===== src/rtl/latq_regfile.sv =====
// rtl/latq_regfile.sv - latch-array register file: DEPTH x W words, one write port, one registered read port
// Word enables come from CLK-low-transparent gate latches, so they open only in the high phase of the issuing cycle.
module latq_regfile #(
  parameter int W      = 8,
  parameter int DEPTH  = 8,
  parameter int AW     = $clog2(DEPTH),
  parameter int BYPASS = 1
) (
  input  logic          CLK,
  input  logic          RN,
  input  logic          WE,
  input  logic [AW-1:0] WA,
  input  logic [W-1:0]  D,
  input  logic [AW-1:0] RA,
  output logic [W-1:0]  Q
);

  logic             r_we_q;
  logic [AW-1:0]    r_wa_q;
  logic [W-1:0]     r_d_q;
  logic [DEPTH-1:0] r_g;
  logic [W-1:0]     r_mem [DEPTH];
  logic [DEPTH-1:0] w_sel;
  logic [DEPTH-1:0] w_en;
  logic             w_wa_ok;
  logic             w_ra_ok;

  assign w_wa_ok = (int'(WA) < DEPTH);
  assign w_ra_ok = (int'(RA) < DEPTH);

  always_comb begin
    w_sel = '0;
    for (int i = 0; i < DEPTH; i++) begin
      w_sel[i] = WE && (int'(WA) == i);
    end
  end

  // Gate latches freeze during the high phase, so WA/WE movement there cannot reach the enables.
  always_latch begin
    if (!RN) begin
      r_g <= '0;
    end else if (!CLK) begin
      r_g <= w_sel;
    end
  end

  assign w_en = {DEPTH{CLK}} & r_g;

  always_latch begin
    for (int i = 0; i < DEPTH; i++) begin
      if (!RN) begin
        r_mem[i] <= '0;
      end else if (w_en[i] && r_we_q && (int'(r_wa_q) == i)) begin
        r_mem[i] <= r_d_q;
      end
    end
  end

  always_ff @(posedge CLK or negedge RN) begin
    if (!RN) begin
      r_we_q <= 1'b0;
      r_wa_q <= '0;
      r_d_q  <= '0;
      Q      <= '0;
    end else begin
      r_we_q <= WE && w_wa_ok;
      r_wa_q <= WA;
      r_d_q  <= D;
      if (!w_ra_ok) begin
        Q <= '0;
      end else if ((BYPASS != 0) && WE && w_wa_ok && (RA == WA)) begin
        Q <= D;
      end else begin
        Q <= r_mem[RA];
      end
    end
  end

endmodule


===== config.mk =====
export PLATFORM = sky130hd
export DESIGN_NAME = latq_regfile
export DESIGN_NICKNAME = d
export VERILOG_FILES = /design/src/rtl/latq_regfile.sv
export SDC_FILE = /design/constraint.sdc
export NUM_CORES = 1
export LEC_CHECK = 0
export CORE_UTILIZATION = 41
export DETAILED_ROUTE_END_ITERATION = 16
export PLACE_DENSITY = 0.66
export SYNTH_ARGS = -nofsm -noshare
export SYNTH_HDL_FRONTEND = slang
export SYNTH_SLANG_ARGS = --single-unit

===== constraint.sdc =====
create_clock -name CLK -period 1.25 [get_ports CLK]
set_input_delay 0.125 -clock CLK [delete_from_list [all_inputs] [get_ports CLK]]
set_output_delay 0.125 -clock CLK [all_outputs]
set_load 0.02 [all_outputs]

**Word level (Yosys, flattened, before mapping)**

Cells that the tools add are included.

- Add/subtract/negate cells: 0
- Multipliers: 0
- Divide/modulo/power cells: 0
- Magnitude comparators: 1
- Eq/ne operators: 15
- Shift-type cells: 0
- Muxes and demuxes: 40
- Bitwise operators: 2
- Reduce and logical (&&, ||, !) cells: 27

Operator list:

| operator | number |
|---|---|
| two-way mux 8 bit | 39 |
| logical AND 1 bit | 25 |
| binary-select mux 8 bit (select 3 bit) | 1 |
| equality test 3 bit, second input constant | 8 |
| equality test 3 x 2 -> 1 bit, second input constant | 4 |
| AND 8 bit | 1 |
| equality test 3 x 1 -> 1 bit, second input constant | 2 |
| zero test 3 bit | 2 |
| >= comparator 4 bit, second input constant | 1 |
| NOT 3 -> 4 bit | 1 |
| equality test 3 bit | 1 |

- Flip-flop bits (word level): 20
- Bits in latches: 72
- RAM bits: 0
- Bits in read-only memories: 0
- Bits of input ports: 17
- Output and inout port bits: 8
- Logic and storage cells: 161
- Memories kept: 0

**Longest topological paths before layout**

- Depth in word-level cells: 5
- Depth in mapped cells: 5
- Gate-level depth less buffers: 3

==> metrics.md <==
| Metric | Value |
|---|---|
| Post-synthesis register bit count | 92 |
| Share of cells above drive strength 1 | around 41% |
| Commonest cells after routing, fill and taps aside | dlxtp_1, clkbuf_8, dfrtp_1 |
| Failing checks | negative setup slack |
| Tmin final | 1.90 ns |
| CP endpoint kind | flip-flop |
| Initial antenna violation count | 0 |
| Leak pwr | roughly 1.7 nW |
| CTS clk-pin slew, worst paths | 0.08 ns |
| Vias in the first global route | 2194 |
| Buf/Inv on CP | 0 |
| Critical path class | latch to flip-flop |
| Fmax | 527 MHz |
| DR DRC count | 0 |
| Commonest non-fill, non-tap cell in the layout | dlxtp_1 |
| Min Hold Slack | 0.0969 ns |
| Post-DRT Antenna Nets | 0 |
| Setup_tns | -14.50 ns |
| Die H | around 79 um |
| DP HPWL | 3.19 mm |
| GR Overflow Total | 0 |
| Placed inst area | 2910 um^2 |
| Final Hold Vio Count | 0 |
| Io pins | 25 |
| DR WL/cell | 20.0 um |
| Max FO, Critical Path | 1 |
| Initial Utilization | 43.6% |
| Outcome | complete, but fails checks |
| Std cell rows | 27 |
| Final WS setup | -0.647 ns |
| RD Place Congestion | a little over 0.7 |
| Syn_area_per_cell | roughly 14 um^2 |
| Top cell by count, worst path | mux2_4 |
| Period utilization | 152% |
| Critical path launch point type | latch |
| Die Outline Area | about 6300 um^2 |
| Final wirelength | 6.95 mm |
| Worst-Skew Late Latency | 1.28 ns |
| RSZ-0062 raised after global routing | true |
| CP arrival | 2.82 ns |
| Chip Width | 79.5 um |
| Total setup buffers inserted after CTS | 0 |
| Largest net degree at the start of global routing | 19 |
| Setup Skew | approximately 0.25 ns |
| Pwr dens | 1010 nW/um^2 |
| Peak supply drop | approximately 1.2 mV |
| CP peak stage delay | 0.46 ns |
| Cell count after synthesis | about 180 |
| Worst hold path class | input port to flip-flop |
| Delay-heaviest family, CP | multiplexers |
| Layout Nets | slightly below 300 |
| Crit-path cells | dlxtp_1 -> mux4_2 -> mux2_4 -> mux2_4 |
| Worst rel slew slack | between 70% and 80% |
| R2r setup slk | -0.65 ns |
| Worst path slowest cell | mux4_2 |
| Max Slew Vio Count | 0 |
| Syn_nets | between 150 and 200 |
| Diode count | 0 |
| Synthesis-to-finish area growth | 53.1% |
| # port buffers | 24 |
| Synth Cell Area | about 2500 um^2 |
| Measured slew at the worst slew-check pin | 0.445 ns |
| # setup viols final | 88 |
| Placeable Area | about 5600 um^2 |
| First-pass GRT wire length | between 10 and 15 mm |
| Max-cap check violation count | 0 |
| First-pass DRT Iterations | 4 |
| Via count | roughly 1900 |
| Pre-CTS WS | -0.809 ns |
| Via/cell ratio | 5.43 |
| CP required | 2.18 ns |
| Synth cell types | 20 |
| Power, Total | 0.00383 W |
| Synth warn | 0 |
| TritonCTS clock tree | built |
| All-Layer GR Usage | 25.9% |
| DRT iter0 DRCs | 122 |
| Final instance area | around 3800 um^2 |
## final timing paths
path | startpoint | endpoint | depth (start not counted)
worst min register to register | r_mem[5]$_DLATCH_P_ | Q[5]$_DFF_PN0_ | 3
worst max-delay path | r_mem[35]$_DLATCH_P_ | Q[3]$_DFF_PN0_ | 4
max in group gated | r_we_q$_DFF_PN0_ | clock gate | 0
min in group gated | RN | clock gate | 5
worst max register to register | r_mem[35]$_DLATCH_P_ | Q[3]$_DFF_PN0_ | 4
max in group asynchronous | RN | Q[3]$_DFF_PN0_ | 5
worst min-delay path | RA[2] | Q[0]$_DFF_PN0_ | 3
min in group asynchronous | RN | Q[5]$_DFF_PN0_ | 4
## worst reg2reg max path: cells and delay by family (launching register included)
kind     cells  cell delay (ns)
latches      2             0.23
mux          3             1.00
## cells in the mapped netlist, drive strengths merged
cell type | number | area share, %
nand3b | 2 | 0.61
and2 | 8 | 2.0
nor2 | 7 | 1.1
xnor2 | 3 | 1.1
nor2b | 2 | 0.51
buf | 3 | 1.7
clkbuf | 3 | 0.46
nand3 | 4 | 0.81
dlxtp | 72 | 44
nand2 | 8 | 1.2
nand4 | 1 | 0.25
nor3 | 2 | 0.41
mux4 | 16 | 16
o21ai | 8 | 1.6
nand2b | 2 | 0.51
dfrtp | 20 | 20
mux2 | 16 | 7.5
## area by class of cell
type / count / area (um^2)
timing repair buffer: 53 / 538
fill: 388 / 1870
tap: 72 / 90.1
multi-input combinational: 79 / 855
clock buffer: 50 / 688
sequential: 92 / 1580
clock inverter: 1 / 17.5
## registers in the layout, summed over array words and instances (netlist names)
name	count
r_we_q	1
r_wa_q	3
r_d_q	8
Q	8
r_g	8
r_mem	64
## metrics by stage
| step | instances | utilization (%) |
|---|---|---|
| floorplan | 177 | - |
| finish | 347 | 66.8 |
| global placement | 281 | 51.5 |
| detailed placement | 281 | 51.5 |
| CTS | 345 | 66.2 |
| global route | 347 | 66.8 |
## power breakdown
| part | switching, W | leakage [nW] | internal (W) |
|---|---|---|---|
| Sequential | 0.0000415 | 0.786 | 0.000934 |
| Clock | 0.000728 | 0.387 | 0.00160 |
| Combinational | 0.000209 | 0.555 | 0.000313 |
| Total | 0.000979 | 1.73 | 0.00285 |
## metal layers
layer	global-route usage (%)	vias to the layer above	wire length, um
met2	35.4	110	3220
met3	11.8	45	405
met1	28.5	920	2820
met5	4.55	-	0
li1	-	809	-
met4	26.5	0	497
## cell families after synthesis
group,share of synthesized area [%]
buf+inv,2.18
flops,20.3
mux,23.5
latches,43.9
xor+xnor,1.07
compound gates,1.63
simple gates,7.42
## what timing repair did
item / 4_1_cts / 5_1_grt
hold buffers: 13 / 2
hold endpoints to repair: 49 / 9
resized for setup: 56 / 12
setup endpoints to repair: 79 / 93
Power figures use the tool's default switching activity.
